## src/rtl/instr_fetch.sv

```systemverilog
// Instruction fetch stage: owns the PC, fetches through a request/ready
// handshake, buffers one instruction for decode and resolves branch/jump
// redirects from decode with a single bubble cycle and no delay slots.
module instr_fetch #(
  parameter logic [31:0] RESET_PC = 32'h0000_0000
) (
  input  logic        clk,
  input  logic        rst,
  output logic [31:0] imem_addr,
  output logic        imem_req,
  input  logic [31:0] imem_rdata,
  input  logic        imem_ready,
  input  logic        stall,
  input  logic        branch_taken,
  input  logic [31:0] branch_offset,
  input  logic        jump,
  input  logic [25:0] jump_target,
  output logic [31:0] instr,
  output logic        instr_valid,
  output logic [31:0] pc_plus4,
  output logic [15:0] imm,
  output logic [4:0]  rs,
  output logic [4:0]  rt,
  output logic [4:0]  rd
);

  localparam int unsigned XLEN = 32;

  typedef enum logic [1:0] {
    BOOT   = 2'd0,
    FETCH  = 2'd1,
    BUBBLE = 2'd2
  } state_t;

  state_t            state;
  state_t            state_next;
  logic [XLEN-1:0]   pc;
  logic [XLEN-1:0]   pc_inc;
  logic [XLEN-1:0]   offset_bytes;
  logic [XLEN-1:0]   branch_target;
  logic [XLEN-1:0]   jump_addr;
  logic [XLEN-1:0]   redirect_target;
  logic              accept;
  logic              consume;
  logic              redirect;

  // Handshake qualifiers; redirects only count when decode consumes the slot
  assign accept   = imem_req && imem_ready;
  assign consume  = instr_valid && !stall;
  assign redirect = consume && (branch_taken || jump);

  // Target arithmetic; offset is in words and wraps modulo 2^32
  assign pc_inc          = pc + XLEN'(4);
  assign offset_bytes    = branch_offset << 2;
  assign branch_target   = pc_plus4 + offset_bytes;
  assign jump_addr       = {pc_plus4[31:28], jump_target, 2'b00};
  assign redirect_target = jump ? jump_addr : branch_target;

  // Decode field taps feeding the sign extender and register file
  assign imm = instr[15:0];
  assign rs  = instr[25:21];
  assign rt  = instr[20:16];
  assign rd  = instr[15:11];

  assign imem_addr = pc;

  // State register
  always_ff @(posedge clk or posedge rst) begin
    if (rst) begin
      state <= BOOT;
    end else begin
      state <= state_next;
    end
  end

  // Next-state and request generation; a redirect always forces a bubble
  always_comb begin
    state_next = state;
    imem_req   = 1'b0;
    case (state)
      BOOT: begin
        state_next = FETCH;
      end
      FETCH: begin
        imem_req = !instr_valid || !stall;
      end
      BUBBLE: begin
        state_next = FETCH;
      end
      default: begin
        state_next = BOOT;
      end
    endcase
    if (redirect) begin
      state_next = BUBBLE;
    end
  end

  // PC and instruction buffer: redirect beats accept beats consume
  always_ff @(posedge clk or posedge rst) begin
    if (rst) begin
      pc          <= RESET_PC;
      instr       <= '0;
      instr_valid <= 1'b0;
      pc_plus4    <= '0;
    end else if (redirect) begin
      pc          <= redirect_target;
      instr_valid <= 1'b0;
    end else if (accept) begin
      instr       <= imem_rdata;
      pc_plus4    <= pc_inc;
      pc          <= pc_inc;
      instr_valid <= 1'b1;
    end else if (consume) begin
      instr_valid <= 1'b0;
    end
  end

endmodule

```

## config.mk

```make
export PLATFORM = sky130hd
export DESIGN_NAME = instr_fetch
export DESIGN_NICKNAME = d
export VERILOG_FILES = /design/src/rtl/instr_fetch.sv
export SDC_FILE = /design/constraint.sdc
export NUM_CORES = 1
export LEC_CHECK = 0
export BUFFER_PORTS_ARGS = -buffer_cell sky130_fd_sc_hd__buf_2
export CORE_UTILIZATION = 35
export CTS_CLUSTER_SIZE = 14
export DETAILED_ROUTE_END_ITERATION = 16
export GPL_ROUTABILITY_DRIVEN = 0
export GPL_TIMING_DRIVEN = 0
export HOLD_SLACK_MARGIN = 0.03
export PLACE_DENSITY_LB_ADDON = 0.15
export SYNTH_ARGS = -nofsm -noshare
export SYNTH_HDL_FRONTEND = slang
export SYNTH_SLANG_ARGS = --single-unit
```

## constraint.sdc

```tcl
create_clock -name clk -period 4.68 [get_ports clk]
set_clock_uncertainty 0.2 [all_clocks]
set_input_delay 0.936 -clock clk [delete_from_list [all_inputs] [get_ports clk]]
set_output_delay 0.936 -clock clk [all_outputs]
set_load 0.01 [all_outputs]
```

==> impl_metrics.ini, run 1 <==
[global_routing]
grt_max_degree = 52
grt_first_pass_wirelength_um = 33820
gr-total-overflow = 0
number_of_global_route_vias_before_repair = 6045
antenna_found_initial = 1
gr-usage-all-layers_pct = 22.28

[clocking]
cts.reportedPaths.clkPinSlew_ns = 0.08
cts-resized-gates = 0
cts_buffers = 9
cts-root-buf = sky130_fd_sc_hd__clkbuf_16
cts-htree-levels = 3
cts_post_setup_buffers_inserted = 0
max-clock-path-buffers = 2
insertion_delay_ns = 0.36
cts_tree = built
cts_hold_buf = 0
numClockSinks = 99

[detailed_routing]
routed_wirelength_normalized_by_instance_count_um = 17.71
route.vias.total = 6391
ant_nets = 0
route.final.wire_length_um = 21800
detailedRoute.firstPassIterationCount = 5
route.detailed.vias_per_inst = 5.192
detail_route.iter0.violations = 359
route.detailed.drc = 0

[finish]
antenna-diode-count = 0
stdcell_area_mm2 = 0.008442
most_frequent_cells_in_the_layout = sky130_fd_sc_hd__buf_2, sky130_fd_sc_hd__dfrtp_1, sky130_fd_sc_hd__nand2_1
layout-drive-gt1-share_pct = 31.59
final_core_util_pct = 44.98
syn2layout_area_growth_pct = 25.62
final_common_cell = sky130_fd_sc_hd__buf_2
finish.net_count = 1119

[floorplanning]
count_of_standard_cell_rows = 50
io_pins = 225
placeableCoreArea_mm2 = 0.01877
initial_standard_cell_utilization_of_the_core_pct = 35.81
fp.dieArea_mm2 = 0.01976
die_height_um = 140.6
die_width_um = 140.6

[sta]
fin_setup_tns_ns = 0
tightest_slew_margin_relative_to_the_limit_pct = 47.27
post-route-min-period_ns = 3.895
worst_slew_pin_slew_ns = 0.7849
share_of_the_clock_period_used_by_the_worst_path_pct = 83.22
holdWs_ns = 0.2665
finalSetupViolCount = 0
timing_hold_violations_final = 0
maxClockFrequency_mhz = 256.8
unrepaired_setup_endpoints_after_global_routing = false
slew_violations = 0

[synthesis]
synth-async-reset-ratio_pct = 100.0
yosys_warnings = 0
syn-cell-area_mm2 = 0.006720
dominantRegCellSynth = sky130_fd_sc_hd__dfrtp_1
post_synth_inst_count = 759
synth-seq-cells = 99
sequential_element_share_of_the_synthesized_area_pct = 36.86
syn-num-nets = 886
post_synth_num_cell_types = 53
synth_enable_flop_cells = 0
avgSynthCellArea_um2 = 8.854

[critical_path]
worst_setup_path_end_kind = flop
rr_endpoint = imem_addr[28]
worst-r2r-setup-slack_ns = 1.07
worstSetupPathType = primary input to flop
chain_of_cells_forming_the_critical_path = buf_2 > ha_1 > fa_1 > a211o_1 > and4b_1 > nor4_2 > o21ai_0 > o211ai_1 > o21ai_0 > xnor2_1 > a21oi_1
required_time_of_the_worst_setup_path_ns = 4.69
crit-reg2reg-launch = pc_plus4[2]
critical_path_peak_fanout = 3
critical_path.most_common_cell = sky130_fd_sc_hd__o21ai_0
crit_arrival_ns = 3.91
r2r_cells = 10
worst_path_max_delay_cell = sky130_fd_sc_hd__nor4_2
critical_path.max_stage_delay_ns = 0.50
worst_setup_path_start_kind = primary input

[power_and_ir_drop]
share_clk_of_total_power_pct = 13.5
p_leak_nw = 3.919
intPower_mw = 3.087
power_density_mw_per_mm2 = 670.3
total_power_mw = 5.658
swShare_pct = 45.45
netSwitchingPower_mw = 2.572
pwr-share-seq_pct = 30.1
comb_power_share_pct = 56.4
ir_drop_mv = 0.2761

[placement]
detailedPlacementHpwl_um = 16710
postPlaceCellArea_mm2 = 0.008149
buffer_ports.inserted = 221

[run_status]
outcome = complete, no violations

[run]
number_of_maximum_capacitance_constraint_violations = 0

[min_path]
holdPathEnd = state[0]
min_path_type = flop to flop
worstHoldPathCells = 1
min_from = state[1]
stage by stage:
step,worst slack (ns),cells
after global placement,-0.6098,1214
final,0.7853,1231
after detailed placement,0.4450,1215
after global routing,0.5794,1231
after floorplan,0.9536,759
after CTS,0.8200,1231
power by group through the flow:
| stage | clock network [mW] | logic (mW) | registers, mW |
|---|---|---|---|
| after floorplan | 0 | 1.96 | 1.81 |
| after global placement | 0 | 3.17 | 1.72 |
| after detailed placement | 0 | 3.18 | 1.72 |
| after CTS | 0.786 | 3.20 | 1.71 |
| after global routing | 0.811 | 3.53 | 1.77 |
| final | 0.765 | 3.19 | 1.70 |
Yosys cell counts, types with 3 or more instances:
| library cell | number | area [um^2] |
|---|---|---|
| sky130_fd_sc_hd__clkbuf_1 | 33 | 123.9 |
| sky130_fd_sc_hd__nor4_1 | 3 | 18.77 |
| sky130_fd_sc_hd__nor3_1 | 9 | 45.04 |
| sky130_fd_sc_hd__nor2_1 | 52 | 195.2 |
| sky130_fd_sc_hd__and3_1 | 3 | 18.77 |
| sky130_fd_sc_hd__a21o_1 | 12 | 90.09 |
| sky130_fd_sc_hd__o211ai_1 | 4 | 30.03 |
| sky130_fd_sc_hd__nor3b_1 | 6 | 45.04 |
| sky130_fd_sc_hd__o21ai_0 | 65 | 325.3 |
| sky130_fd_sc_hd__buf_4 | 33 | 247.7 |
| sky130_fd_sc_hd__nand2_1 | 98 | 367.9 |
| sky130_fd_sc_hd__nor2b_1 | 5 | 31.28 |
| sky130_fd_sc_hd__a21oi_1 | 49 | 245.2 |
| sky130_fd_sc_hd__a31oi_1 | 6 | 37.54 |
| sky130_fd_sc_hd__nand3b_1 | 10 | 75.07 |
| sky130_fd_sc_hd__xor2_1 | 35 | 306.5 |
| sky130_fd_sc_hd__dfrtp_1 | 99 | 2477 |
| sky130_fd_sc_hd__nand3_1 | 30 | 150.1 |
| sky130_fd_sc_hd__ha_1 | 30 | 375.4 |
| sky130_fd_sc_hd__mux2i_1 | 10 | 100.1 |
| sky130_fd_sc_hd__a21boi_0 | 5 | 37.54 |
| sky130_fd_sc_hd__mux2_2 | 37 | 416.7 |
| sky130_fd_sc_hd__a211oi_1 | 9 | 67.56 |
| sky130_fd_sc_hd__inv_1 | 13 | 48.80 |
| sky130_fd_sc_hd__o21bai_1 | 3 | 22.52 |
| sky130_fd_sc_hd__o21a_1 | 4 | 30.03 |
| sky130_fd_sc_hd__xnor2_1 | 42 | 367.9 |
| sky130_fd_sc_hd__or3_1 | 3 | 18.77 |
| sky130_fd_sc_hd__nand4_1 | 18 | 112.6 |
| sky130_fd_sc_hd__o31ai_1 | 3 | 22.52 |
| sky130_fd_sc_hd__nand2b_1 | 3 | 18.77 |
layer usage:
layer	up-vias	GRT usage, %	share of wire, %
met4	2	6.979	1.8
met2	220	36.50	47
li1	3111	-	-
met3	20	3.795	6.0
met5	-	0	0.037
met1	3038	29.93	45
sequential cells by signal (all words and copies together), names as in the netlist:
| register | count |
|---|---|
| instr_valid | 1 |
| imem_addr | 32 |
| pc_plus4 | 32 |
| state | 2 |
| instr | 32 |
cell families after synthesis:
family | count (synthesis) | synth area share (%)
xor+xnor | 77 | 10.04
mux | 47 | 7.690
compound gates | 172 | 15.36
fa+ha+maj | 31 | 5.883
flops | 99 | 36.86
buf+inv | 82 | 6.461
simple gates | 251 | 17.71
critical path, delay by kind of cell:
| kind | cells | cell delay, ns |
|---|---|---|
| AO/OA/AOI/OAI | 5 | 1.24 |
| XOR/XNOR | 1 | 0.22 |
| buffers and inverters | 1 | 0.10 |
| AND/OR/NAND/NOR | 2 | 0.73 |
| adder cells (fa/ha/maj) | 2 | 0.66 |
worst max path at each step:
stage	from	slack (ns)	to	cells after the start
global placement	rst	-0.61	pc_plus4[15]	2
CTS	branch_offset[0]	0.82	imem_addr[28]	11
detailed placement	branch_offset[0]	0.45	imem_addr[24]	11
finish	branch_offset[0]	0.79	imem_addr[28]	11
global route	branch_offset[0]	0.58	imem_addr[28]	11
floorplan	rst	0.95	imem_addr[0]	1
layout make-up:
class	instances	area, um^2
Clock buffer	9	225.2
Fill cell	1929	10330
Sequential cell	99	2477
Tap cell	234	292.8
Multi-Input combinational cell	578	3809
Clock inverter	7	67.56
Buffer	69	385.4
Inverter	13	51.30
Timing Repair Buffer	222	1134
Note: power is estimated with default switching activity, not from simulation.
==> run 2: changes to the inputs <==
--- a/config.mk
+++ b/config.mk
@@ -5,6 +5,7 @@
 export SDC_FILE = /design/constraint.sdc
 export NUM_CORES = 1
 export LEC_CHECK = 0
+export ABC_AREA = 1
 export BUFFER_PORTS_ARGS = -buffer_cell sky130_fd_sc_hd__buf_2
 export CORE_UTILIZATION = 35
 export CTS_CLUSTER_SIZE = 14
==> constraint.sdc (replaced) <==
create_clock -name clk -period 3.3 [get_ports clk]
set_clock_uncertainty 0.2 [all_clocks]
set_input_delay 0.66 -clock clk [delete_from_list [all_inputs] [get_ports clk]]
set_output_delay 0.66 -clock clk [all_outputs]
set_load 0.01 [all_outputs]
==> impl_metrics.ini, run 2 <==
[detailed_routing]
routed_wirelength_normalized_by_instance_count_um = 15.39
route.vias.total = 7746
detail_route.iter0.violations = 609
route.final.wire_length_um = 25190
route.detailed.drc = 0
route.detailed.vias_per_inst = 4.732
detailedRoute.firstPassIterationCount = 5
ant_nets = 0

[synthesis]
sequential_element_share_of_the_synthesized_area_pct = 34.06
dominantRegCellSynth = sky130_fd_sc_hd__dfrtp_1
syn-num-nets = 1254
ys_top_cells_by_count = sky130_fd_sc_hd__nand2_1, sky130_fd_sc_hd__inv_1, sky130_fd_sc_hd__nor2_1, sky130_fd_sc_hd__dfrtp_1, sky130_fd_sc_hd__nand3_1
synth_largest_type_area_fraction_pct = 34.06
syn-cell-area_mm2 = 0.007273
synthTopCellsByArea = sky130_fd_sc_hd__dfrtp_1, sky130_fd_sc_hd__nand2_1, sky130_fd_sc_hd__inv_1, sky130_fd_sc_hd__nor2_1, sky130_fd_sc_hd__ha_1
avgSynthCellArea_um2 = 6.454
synth_enable_flop_cells = 0
synth-seq-cells = 99
synth_largest_area_cell = sky130_fd_sc_hd__dfrtp_1
yosys_warnings = 0
post-synth-top-count-cell = sky130_fd_sc_hd__nand2_1
post_synth_inst_count = 1127
post_synth_num_cell_types = 39
synth-async-reset-ratio_pct = 100.0

[sta]
worst_slew_pin_slew_ns = 0.7722
share_of_the_clock_period_used_by_the_worst_path_pct = 77.91
post-route-min-period_ns = 2.571
holdWs_ns = 0.1414
finalSetupViolCount = 0
fin_setup_tns_ns = 0
slew_violations = 0
maxClockFrequency_mhz = 388.9
timing_hold_violations_final = 0
unrepaired_setup_endpoints_after_global_routing = false
tightest_slew_margin_relative_to_the_limit_pct = 48.52

[critical_path]
required_time_of_the_worst_setup_path_ns = 3.35
worstSetupPathType = flop to flop
worst_setup_path_end_kind = flop
crit_arrival_ns = 2.62
critical_path_peak_fanout = 4
r2r_cells = 14
worst_setup_path_start_kind = flop

[global_routing]
gr-usage-all-layers_pct = 23.96
antenna_found_initial = 0
grt_max_degree = 41
number_of_global_route_vias_before_repair = 7377
gr-total-overflow = 0
grt_first_pass_wirelength_um = 39620

[finish]
most_frequent_cells_in_the_layout = sky130_fd_sc_hd__nand2_1, sky130_fd_sc_hd__buf_2, sky130_fd_sc_hd__inv_1
syn2layout_area_growth_pct = 24.88
finish.net_count = 1489
layout-drive-gt1-share_pct = 22.31
final_common_cell = sky130_fd_sc_hd__nand2_1
nFillCells = 2271
final_core_util_pct = 44.74
layout.area.seq_mm2 = 0.002477
antenna-diode-count = 0
multi_input_comb_area_mm2 = 0.003924

[power_and_ir_drop]
p_leak_nw = 5.312
share_clk_of_total_power_pct = 13.6
netSwitchingPower_mw = 4.098
intPower_mw = 4.274
power_density_mw_per_mm2 = 921.7
swShare_pct = 48.95
ir_drop_mv = 0.5118
comb_power_share_pct = 56.7
pwr-share-seq_pct = 29.7

[clocking]
cts_buffers = 9
cts.reportedPaths.clkPinSlew_ns = 0.08
cts-resized-gates = 0
cts_tree = built
cts-root-buf = sky130_fd_sc_hd__clkbuf_16
numClockSinks = 99
cts_hold_buf = 0
cts_post_setup_buffers_inserted = 0
cts-htree-levels = 3
insertion_delay_ns = 0.36
max-clock-path-buffers = 2

[placement]
buffer_ports.inserted = 222
detailedPlacementHpwl_um = 20830

[floorplanning]
io_pins = 225
placeableCoreArea_mm2 = 0.02030
initial_standard_cell_utilization_of_the_core_pct = 35.83
count_of_standard_cell_rows = 52
die_height_um = 146.2
fp.dieArea_mm2 = 0.02136
die_width_um = 146.2

[min_path]
min_path_type = primary input to async pin

[run_status]
outcome = complete, no violations

[run]
number_of_maximum_capacitance_constraint_violations = 0
==> run 2: cell count changes after synthesis, sizes merged, moves of 13 or more <==
cell,previous run,this run
xor2,35,22
mux2,37,0
o21ai,65,28
nor2,52,120
inv,13,134
a21oi,49,32
nand2,98,468
xnor2,42,9
clkbuf,33,12
nand3,31,68
==> run 2: layout make-up <==
cell class | instances | share of cell area, %
multi-input cells | 834 | 43.20
plain buffers | 59 | 4.023
inverters | 135 | 5.621
well taps | 270 | 3.720
repair buffers | 224 | 12.67
clock inverters | 7 | 1.006
flip-flops and latches | 99 | 27.28
clock buffers | 9 | 2.480
==> run 2: logic make-up (layout without fill, tap and decap cells) <==
logic type                 count (synthesis)  in the layout  synth area share (%)
adders and majority gates                 31             31                 5.436
buffers and inverters                    194            434                 11.99
and+or+nand+nor                          689            689                 38.22
xor gates and xnor gates                  31             31                 3.733
AOI/OAI and AO/OA                         83             83                 6.554
DFF                                       99             99                 34.06
==> run 2: worst max-delay path, stage by stage (launching register included) <==
cell	delay, ns
sky130_fd_sc_hd__dfrtp_1	0.41
sky130_fd_sc_hd__ha_1	0.25
sky130_fd_sc_hd__fa_1	0.47
sky130_fd_sc_hd__nand3_1	0.12
sky130_fd_sc_hd__nand3_1	0.14
sky130_fd_sc_hd__nand2_1	0.10
sky130_fd_sc_hd__nand2_1	0.09
sky130_fd_sc_hd__nand2_1	0.07
sky130_fd_sc_hd__nand2_1	0.11
sky130_fd_sc_hd__nand2_1	0.12
sky130_fd_sc_hd__nand2_1	0.05
sky130_fd_sc_hd__nand2_1	0.05
sky130_fd_sc_hd__nand3_1	0.08
sky130_fd_sc_hd__nand2_1	0.14
sky130_fd_sc_hd__nand2_1	0.05
==> run 2: final timing paths <==
kind / to / slack, ns / startpoint
min reg2reg: state[0] / 0.24 / state[0]
min in group clk: state[0] / 0.24 / state[0]
min: instr[3] / 0.14 / rst
max reg2reg: imem_addr[26] / 0.73 / pc_plus4[2]
max in group asynchronous: pc_plus4[16] / 2.17 / rst
max: imem_addr[26] / 0.73 / pc_plus4[2]
==> run 2: through the flow <==
step	instance area, um^2	instances	power (mW)	worst slack, ns
detailed placement	8766	1621	7.263	0.4090
CTS	9082	1637	8.437	0.7556
floorplan	7277	1127	5.410	0.8997
global placement	8726	1619	7.210	0.4291
finish	9082	1637	8.372	0.7289
global route	9082	1637	9.119	0.5503
==> run 2: per-layer routing <==
layer	part of all wire (%)	track usage [%]	wire, um	vias to the layer above
met3	7.6	5.531	1927	22
met4	1.6	5.469	412	0
met2	45	39.43	11350	303
met1	46	31.83	11500	3491
met5	0	0	0	-
li1	-	-	-	3930
==> run 2: power by group through the flow <==
stage	combinational [mW]	sequential, mW	clock, mW
global route	5.33	2.58	1.21
finish	4.75	2.49	1.14
detailed placement	4.75	2.51	0
floorplan	2.86	2.55	0
global placement	4.70	2.51	0
CTS	4.77	2.50	1.16
